## src/rtl/tx_pattern_gen.sv

```systemverilog
// Parallel TX test-pattern source: PRBS7/15/31, user word or clock pattern, one WIDTH-bit word
// per enabled cycle, with handshaked single-bit error injection and LFSR zero-state recovery.
module tx_pattern_gen #(
   parameter int WIDTH     = 16,
   parameter int ERR_CNT_W = 16
) (
   input  logic                 clk_i,
   input  logic                 rst_i,
   input  logic                 cke_i,
   input  logic [2:0]           mode_i,
   input  logic [WIDTH-1:0]     user_word_i,
   input  logic                 inv_i,
   input  logic                 inj_req_i,
   output logic                 inj_ack_o,
   output logic [WIDTH-1:0]     dout_o,
   output logic                 dout_valid_o,
   output logic [ERR_CNT_W-1:0] err_cnt_o,
   output logic                 lockup_o
);

   typedef enum logic {SEED, RUN} state_t;

   state_t                 state_q;
   logic [30:0]            s_q, s_d;
   logic [2:0]             mode_q;
   logic [WIDTH-1:0]       dout_q, word_d;
   logic                   dout_valid_q;
   logic                   inj_ack_q;
   logic [ERR_CNT_W-1:0]   err_cnt_q;
   logic                   lockup_q;
   logic                   armed_q;
   logic                   lock_hit;
   logic                   accept;

   // Fully unrolled serial LFSR: bit k of the word is the k-th emitted bit.
   always_comb begin
      s_d      = s_q;
      word_d   = '0;
      lock_hit = 1'b0;
      case (mode_q)
         3'd0: begin
            if (s_q[6:0] == '0) begin
               lock_hit = 1'b1;
               s_d      = '1;
            end else begin
               for (int k = 0; k < WIDTH; k++) begin
                  s_d       = {s_d[29:0], s_d[6] ^ s_d[5]};
                  word_d[k] = s_d[0];
               end
            end
         end
         3'd1: begin
            if (s_q[14:0] == '0) begin
               lock_hit = 1'b1;
               s_d      = '1;
            end else begin
               for (int k = 0; k < WIDTH; k++) begin
                  s_d       = {s_d[29:0], s_d[14] ^ s_d[13]};
                  word_d[k] = s_d[0];
               end
            end
         end
         3'd2: begin
            if (s_q == '0) begin
               lock_hit = 1'b1;
               s_d      = '1;
            end else begin
               for (int k = 0; k < WIDTH; k++) begin
                  s_d       = {s_d[29:0], s_d[30] ^ s_d[27]};
                  word_d[k] = s_d[0];
               end
            end
         end
         3'd3: word_d = user_word_i;
         3'd4: begin
            for (int k = 0; k < WIDTH; k++) begin
               word_d[k] = ((k % 2) == 1);
            end
         end
         default: word_d = '0;
      endcase
   end

   assign accept = inj_req_i && armed_q;

   always_ff @(posedge clk_i) begin
      if (rst_i) begin
         state_q      <= SEED;
         s_q          <= '1;
         mode_q       <= mode_i;
         dout_q       <= '0;
         dout_valid_q <= 1'b0;
         inj_ack_q    <= 1'b0;
         err_cnt_q    <= '0;
         lockup_q     <= 1'b0;
         armed_q      <= 1'b1;
      end else if (!cke_i) begin
         inj_ack_q <= 1'b0;
      end else begin
         inj_ack_q <= 1'b0;
         if (!inj_req_i) armed_q <= 1'b1;
         case (state_q)
            SEED: begin
               s_q          <= '1;
               mode_q       <= mode_i;
               dout_q       <= '0;
               dout_valid_q <= 1'b0;
               state_q      <= RUN;
            end
            RUN: begin
               if (mode_i != mode_q) begin
                  // Mode change acts as a one-cycle reseed; RUN resumes next cycle.
                  mode_q       <= mode_i;
                  s_q          <= '1;
                  dout_q       <= '0;
                  dout_valid_q <= 1'b0;
               end else begin
                  s_q          <= s_d;
                  dout_q       <= word_d ^ {WIDTH{inv_i}} ^ WIDTH'(accept);
                  dout_valid_q <= 1'b1;
                  if (lock_hit) lockup_q <= 1'b1;
                  if (accept) begin
                     inj_ack_q <= 1'b1;
                     armed_q   <= 1'b0;
                     if (err_cnt_q != '1) err_cnt_q <= err_cnt_q + ERR_CNT_W'(1);
                  end
               end
            end
            default: state_q <= SEED;
         endcase
      end
   end

   assign inj_ack_o    = inj_ack_q;
   assign dout_o       = dout_q;
   assign dout_valid_o = dout_valid_q;
   assign err_cnt_o    = err_cnt_q;
   assign lockup_o     = lockup_q;

endmodule

```

## config.mk

```make
export PLATFORM = sky130hd
export DESIGN_NAME = tx_pattern_gen
export DESIGN_NICKNAME = d
export VERILOG_FILES = /design/src/rtl/tx_pattern_gen.sv
export SDC_FILE = /design/constraint.sdc
export NUM_CORES = 1
export LEC_CHECK = 0
export CAP_MARGIN = 20
export CORE_ASPECT_RATIO = 1.2
export CORE_MARGIN = 2
export CORE_UTILIZATION = 54
export DETAILED_ROUTE_END_ITERATION = 10
export GPL_ROUTABILITY_DRIVEN = 0
export MAX_ROUTING_LAYER = met4
export PLACE_DENSITY_LB_ADDON = 0.15
export SYNTH_ARGS = -nofsm -noshare
export SYNTH_HDL_FRONTEND = slang
export SYNTH_SLANG_ARGS = --single-unit
```

## constraint.sdc

```tcl
create_clock -name clk_i -period 4 [get_ports clk_i]
set_clock_uncertainty 0.15 [all_clocks]
set_input_delay 0.8 -clock clk_i [delete_from_list [all_inputs] [get_ports clk_i]]
set_output_delay 0.8 -clock clk_i [all_outputs]
set_load 0.01 [all_outputs]
```

## Word-level counts from Yosys, hierarchy flattened

Cells that the tools add are included.

- Reductions and logical operators: 11
- Multiplexer cells: 27
- Equality and inequality tests: 8
- Bitwise logic cells: 47
- $add $sub $neg: 1

Operators with widths:

| cell | count |
|---|---|
| $mux 31 | 4 |
| $pmux 31 s3 | 1 |
| $pmux 16 s5 | 1 |
| $mux 16 | 4 |
| $pmux 31 s2 | 1 |
| $xor 1x1->1 | 42 |
| $pmux 16 s2 | 1 |
| $logic_not 31->1 | 1 |
| $add 16x1->16 const B | 1 |
| $ne 16x16->1 const B | 1 |
| $xor 16x1->16 | 1 |
| $xor 16x16->16 | 1 |
| $logic_not 15->1 | 1 |
| $mux 1 | 9 |
| $mux 3 | 3 |
| $logic_not 7->1 | 1 |
| $eq 3x2->1 const B | 2 |
| $pmux 3 s2 | 1 |
| $ne 5x1->1 const B | 1 |
| $reduce_and 5->1 | 1 |
| $reduce_and 2->1 | 2 |
| $reduce_and 4->1 | 1 |
| $reduce_or 4->1 | 1 |
| $eq 3x1->1 const B | 1 |
| 9 further kinds | 11 |

- Logic and storage cells: 103
- Flip-flop bits (word level): 71

## Longest topological paths before layout

Gate-level depths: netlist of run 1.

- Depth after elaboration: 9
- Mapped depth: 10
- Mapped depth without buffers: 7

## Worst setup path after synthesis of run 1

No wires, ideal clock.

- Path type: input -> register
- Start point: input mode_i[1]
- End point: register s_q[22]
- Stages on the path: 7
- Slack: 1.298 ns
- Arrival time: 2.430 ns
- Data required time: 3.728 ns
- Cells stage by stage: xnor2_2 -> and4_4 -> nand3_2 -> or4b_1 -> clkbuf_1 -> buf_6 -> o32a_1

- Longest elaborated chain between the ends: 3
- Elaborated cells between the ends (all ways): 5

RTL lines:

| element | line | text |
|---|---|---|
| from (decl) | 10 | `input logic [2:0] mode_i,` |
| $ne 3x3->1 (*) | 111 | `if (mode_i != mode_q) begin` |
| $ne 5x1->1 (no line) / $mux 31 (equally long branches) | - |  |
| $reduce_and 2->1 (no line) / $pmux 31 s2 (equally long branches) | - |  |
| to (signal assigned) | 104 | `s_q <= '1;` |
| to (signal assigned) | 114 | `s_q <= '1;` |
| to (signal assigned) | 118 | `s_q <= s_d;` |
| to (decl) | 24 | `logic [30:0] s_q, s_d;` |

Every way passes the cells marked *; elsewhere a longest branch is shown, timed or not.
A chain may end at the register's enable or synchronous reset.

## Worst setup path after layout of run 1

- Start point: input mode_i[0]
- End point: register s_q[22]

The elaborated chain is that of the path after synthesis.

==> impl_metrics.csv, run 1 <==
group,metric,value,unit
detailed_routing,vias_per_cell,6.47,
timing,drv_slew,0,
timing,hold_ws,0.305,ns
clocking,cts_root_buf,"clkbuf_8",
setup_path,crit_required,4.08,ns
die,design.die.area,8620,sq um
timing,period_minus_slack,3.02,ns
clocking,htreeDepth,3,
detailed_routing,vias,4088,
setup_path,reg2reg_depth,8,
cells_and_area,syn_to_final_growth,18.7,%
hold_path,hp-class,"reg2reg",
grt,antenna_found_initial,0,
synth,synth-main-ff-cell,"dfxtp_1",
clocking,clock_latency,0.35,ns
setup_path,slowest_delay,0.58,ns
cells_and_area,final_common_cell,"dfxtp_1",
grt,grt_max_degree,34,
setup_path,cp.buffers_inverters,2,
cells_and_area,fin_nets,567,
synth,ys_ff_latch,71,
detailed_routing,firstDrtPassIters,5,
setup_path,path_depth,7,
die,io_pins,59,
synth,synth_warnings,0,
detailed_routing,ant_nets,0,
die,rows,35,
setup_path,cp.arrival,3.10,ns
grt,grt_pass1_vias,3684,
synth,synthesis.area,4260,sq um
synth,syn-instance-count,495,
timing,fmax,0.331,GHz
setup_path,crit_path_cell_trace,"clkdlybuf4s50_1 > xnor2_4 > and4_4 > nand3_2 > or4b_1 > buf_4 > o32a_1",
synth,avgSynthCellArea,8.61,sq um
timing,rsz0062_at_grt,"false",
grt,grt_pass1_wl,18.8,mm
pwr,power.density,291,nW/um^2
clocking,cts_hold_buffers,0,
die,fp.dieW,85.1,um
setup_path,crit_path_max_fanout,31,
hold_path,hold_start,"dout_o[0]",
clocking,cts_tree,"done",
cells_and_area,utilization,0.660,
setup_path,cp-startpoint,"mode_i[0]",
setup_path,critPathSlowestCell,"clkdlybuf4s50_1",
pwr,cellLeakagePower,1.82,nW
setup_path,critPathTopFamily,"simple AND/OR/NAND/NOR gates",
synth,async_flop_share,0,
setup_path,reg2reg_to,"s_q[22]",
die,die_h,101,um
cells_and_area,antennaDiodeCount,0,
detailed_routing,drc_errors,0,
place,dp.final_hpwl,8.30,mm
cells_and_area,drive_gt1_frac,0.0593,
die,coreArea,7660,sq um
setup_path,end_kind,"flip-flop",
grt,grt.total_usage,0.279,
synth,ys_types,63,
clocking,post_cts_buffers,0,
grt,gr-total-overflow,0,
setup_path,reg2reg_slack,1.16,ns
status,status,"complete, no violations",
detailed_routing,wl_per_cell,18.2,um
clocking,cts.clk_slew.worst_paths,0.08,ns
flow_run,cap_violations,0,
detailed_routing,drt-initial-drc-count,462,
clocking,cts_resized,0,
setup_path,start_kind,"primary input",
setup_path,crit_type,"in2reg",
timing,fin_tns_setup,0,ns
pwr,ir_drop,232,uV
cells_and_area,layout_common_cells,"68 x dfxtp_1, 58 x clkdlybuf4s50_1, 48 x nand2_1, 27 x a21oi_1, 24 x inv_1",
synth,synth_edf_count,3,
cells_and_area,stdcell_area,5060,sq um
clocking,cts_buffer_depth,2,
setup_path,crit_end,"s_q[22]",
timing,post-route-period-util,0.756,
clocking,cts_buffers,9,
detailed_routing,finalWirelength,11.5,mm
synth,ys_seq_area_frac,0.341,
place,portBuffers,58,
timing,hold_viol,0,
setup_path,r2r-start,"s_q[0]",
clocking,clkSinkCount,71,
timing,worstMarginPinSlew,0.942,ns
timing,relSlewSlack,0.369,
synth,synth_fp_nets,527,
timing,setup_viol,0,
die,initial_utilization,0.556,
place,placedInstanceArea,4850,sq um
==> through the flow <==
stage                     total power [mW]  setup WS [ns]  cells
after floorplan                      0.845           1.30    495
after global placement               0.898          0.651    615
after detailed placement             0.900          0.613    615
after CTS                             1.47          0.986    631
after global routing                  1.52          0.882    632
final                                 1.47          0.975    632
==> layout make-up <==
class / instances / area [sq um]
clock buffer: 13 / 180
multi-input combinational: 360 / 2540
inverter: 25 / 93.8
fill: 648 / 2600
clock inverter: 3 / 23.8
tap: 92 / 115
timing repair buffer: 68 / 656
sequential: 71 / 1450
==> worst min path at each step <==
stage / to / slack (ns) / cells past startpoint
3_5_place_dp: dout_o[14] / 0.30 / 2
3_3_place_gp: lockup_o / 0.28 / 2
5_1_grt: lockup_o / 0.34 / 2
4_1_cts: dout_o[12] / 0.31 / 2
2_1_floorplan: lockup_o / 0.32 / 2
6_report: dout_o[0] / 0.30 / 2
==> worst register-to-register path: stages (launching register included) <==
cell and delay [ns]:
dfxtp_1 0.40, inv_1 0.09, ha_1 0.16, nand3_1 0.20
nor3_1 0.81, and3_1 0.31, or4b_1 0.12, buf_4 0.31
o32a_1 0.23
==> logic make-up after synthesis <==
| kind of cell | count (synthesis) | synth area share |
|---|---|---|
| AOI/OAI and AO/OA | 155 | 0.270 |
| xor gates and xnor gates | 45 | 0.107 |
| adders and majority gates | 8 | 0.0235 |
| buffers and inverters | 64 | 0.0634 |
| DFF | 71 | 0.341 |
| muxes | 2 | 0.00499 |
| and+or+nand+nor | 150 | 0.191 |
==> cells in the mapped netlist (4+ instances only) <==
cell	number	area, sq um
and4_1	5	43.8
clkbuf_1	30	113
nand3_1	12	60.1
or3_1	6	37.5
or4_1	7	52.6
o22a_1	16	140
nor2b_1	5	31.3
nand2_1	48	180
o21ai_0	16	80.1
xnor2_1	19	166
ha_1	8	100
buf_2	6	30.0
dfxtp_1	68	1360
o32a_1	16	160
nand4_1	6	37.5
a221o_1	5	50.1
nor3_1	7	35.0
a21oi_1	27	135
nand2b_1	10	62.6
a22oi_1	4	30.0
xor2_1	21	184
o31ai_1	8	60.1
o221ai_1	15	131
nor4_1	7	43.8
o21ai_1	5	25.0
and2_1	4	25.0
nor2_1	20	75.1
inv_1	24	90.1
o211ai_1	19	143
==> routing by layer <==
metal  up-vias  wire (um)  global-route usage
li1       1943          -                   -
met1      1901       5020               0.378
met2       216       5350               0.415
met3        28        826              0.0489
met4         0        277               0.107
met5         -          0                   -
==> sequential cells by signal (all words and copies together), names as in the netlist <==
name and flops:
inj_ack_o 1, err_cnt_o 16, s_q 31, mode_q 3
dout_o 16, lockup_o 1, dout_valid_o 1, armed_q 1
state_q 1
==> power by group <==
part	total, mW	internal (mW)	switching (mW)
Sequential	0.730	0.718	0.0115
Combinational	0.157	0.0705	0.0869
Clock	0.584	0.299	0.286
No activity file was read; power rests on OpenSTA's default activity.
==> inputs of run 2 (changes only) <==
Clock period 4 ns to 3.05 ns, I/O delays scaled along.
==> run 2 against run 1 <==
Die area unchanged; critical path depth unchanged; setup slack worse by 0.63 ns; critical path type unchanged.
==> impl_metrics.csv, run 2 (synthesis results as in run 1) <==
group,metric,value,unit
clocking,cts_buffer_depth,2,
setup_path,start_kind,"primary input",
timing,fin_tns_setup,0,ns
grt,antenna_found_initial,0,
timing,relSlewSlack,0.555,
die,io_pins,59,
cells_and_area,layout_common_cells,"68 x dfxtp_1, 58 x clkdlybuf4s50_1, 48 x nand2_1, 30 x buf_4, 27 x a21oi_1",
timing,fmax,0.370,GHz
setup_path,r2r-start,"s_q[4]",
setup_path,crit_type,"in2reg",
cells_and_area,antennaDiodeCount,0,
detailed_routing,firstDrtPassIters,5,
grt,grt_pass1_wl,19.2,mm
flow_run,cap_violations,0,
setup_path,end_kind,"flip-flop",
cells_and_area,utilization,0.681,
setup_path,cp.arrival,2.81,ns
setup_path,reg2reg_slack,0.53,ns
cells_and_area,top_register,"s_q",
detailed_routing,drc_errors,0,
detailed_routing,ant_nets,0,
timing,setup_viol,0,
timing,post-route-period-util,0.887,
setup_path,cp-startpoint,"mode_i[1]",
detailed_routing,finalWirelength,11.8,mm
setup_path,critPathSlowestCell,"or4b_1",
cells_and_area,syn_to_final_growth,22.5,%
timing,hold_ws,0.298,ns
setup_path,crit_path_max_fanout,31,
setup_path,critPathTopFamily,"simple AND/OR/NAND/NOR gates",
clocking,htreeDepth,3,
clocking,cts_resized,0,
clocking,clock_latency,0.36,ns
place,portBuffers,58,
grt,grt_max_degree,34,
clocking,clkSinkCount,71,
die,design.die.area,8620,sq um
detailed_routing,wl_per_cell,18.0,um
setup_path,slowest_delay,0.56,ns
die,initial_utilization,0.556,
die,coreArea,7660,sq um
pwr,cellLeakagePower,1.92,nW
setup_path,cp.buffers_inverters,2,
clocking,cts_tree,"done",
timing,worstMarginPinSlew,0.665,ns
setup_path,crit_path_cell_trace,"clkdlybuf4s50_1 > xnor2_2 > and4_4 > nand3_2 > or4b_1 > buf_12 > o32a_1",
status,status,"complete, no violations",
detailed_routing,drt-initial-drc-count,453,
clocking,cts_root_buf,"clkbuf_8",
cells_and_area,final_cells,652,
place,dp.cells,635,
pwr,power.density,375,nW/um^2
setup_path,crit_required,3.15,ns
timing,drv_slew,0,
die,fp.dieW,85.1,um
timing,rsz0062_at_grt,"false",
timing,hold_viol,0,
die,die_h,101,um
pwr,power,1.96,mW
cells_and_area,final_common_cell,"dfxtp_1",
detailed_routing,vias,4113,
hold_path,hold_start,"dout_o[12]",
grt,gr-total-overflow,0,
pwr,ir_drop,264,uV
clocking,cts_hold_buffers,0,
detailed_routing,vias_per_cell,6.31,
cells_and_area,drive_gt1_frac,0.0946,
grt,grt.total_usage,0.289,
cells_and_area,fin_nets,588,
place,dp.final_hpwl,8.62,mm
grt,grt_pass1_vias,3777,
die,rows,35,
hold_path,hp-class,"reg2reg",
clocking,cts_buffers,9,
clocking,post_cts_buffers,0,
timing,period_minus_slack,2.71,ns
clocking,cts.clk_slew.worst_paths,0.09,ns
cells_and_area,largest_reg_flops,31,
[run 2: layer usage]
layer / up-vias / track usage / wire length [um]
met5: - / - / 0
met4: 0 / 0.128 / 333
met3: 30 / 0.0416 / 808
met2: 182 / 0.442 / 5520
met1: 1927 / 0.380 / 5100
li1: 1974 / - / -
[run 2: layout make-up]
class | count | area [sq um]
Multi-Input combinational cell | 360 | 2540
Fill cell | 617 | 2440
Clock buffer | 10 | 138
Sequential cell | 71 | 1450
Timing Repair Buffer | 89 | 826
Clock inverter | 5 | 57.6
Inverter | 25 | 93.8
Tap cell | 92 | 115
[run 2: path summary, 6_finish.rpt]
check	end	depth (start not counted)
worst max-delay path	s_q[3]	7
worst min-delay path	dout_o[12]	2
worst max register to register	s_q[3]	8
worst min register to register	dout_o[12]	2
[run 2: power breakdown]
part | total, mW | internal [mW] | switching, mW
clock network | 0.782 | 0.396 | 0.386
registers | 0.950 | 0.942 | 0.00880
logic | 0.225 | 0.102 | 0.123
[run 2: stage by stage]
step	setup WS, ns	instance area, sq um
5_1_grt	0.272	5220
6_report	0.344	5220
2_1_floorplan	0.538	4260
3_5_place_dp	-0.0169	5010
3_3_place_gp	-0.000820	5010
4_1_cts	0.350	5210
[run 2: worst register-to-register path: cells and delay by family, from the launching register on]
| kind | cells | cell delay [ns] |
|---|---|---|
| AO/OA/AOI/OAI | 1 | 0.36 |
| adder cells (fa/ha/maj) | 1 | 0.23 |
| buffers and inverters | 2 | 0.27 |
| AND/OR/NAND/NOR | 4 | 0.92 |
| flip-flops | 1 | 0.47 |
==> inputs of run 3 (changes only) <==
--- a/constraint.sdc
+++ b/constraint.sdc
@@ -3,3 +3,3 @@
 set_input_delay 0.61 -clock clk_i [delete_from_list [all_inputs] [get_ports clk_i]]
 set_output_delay 0.61 -clock clk_i [all_outputs]
-set_load 0.01 [all_outputs]
+set_load 0.02 [all_outputs]
==> results of run 3 <==
Same layout as run 2 (identical final DEF). Status: complete, no violations.
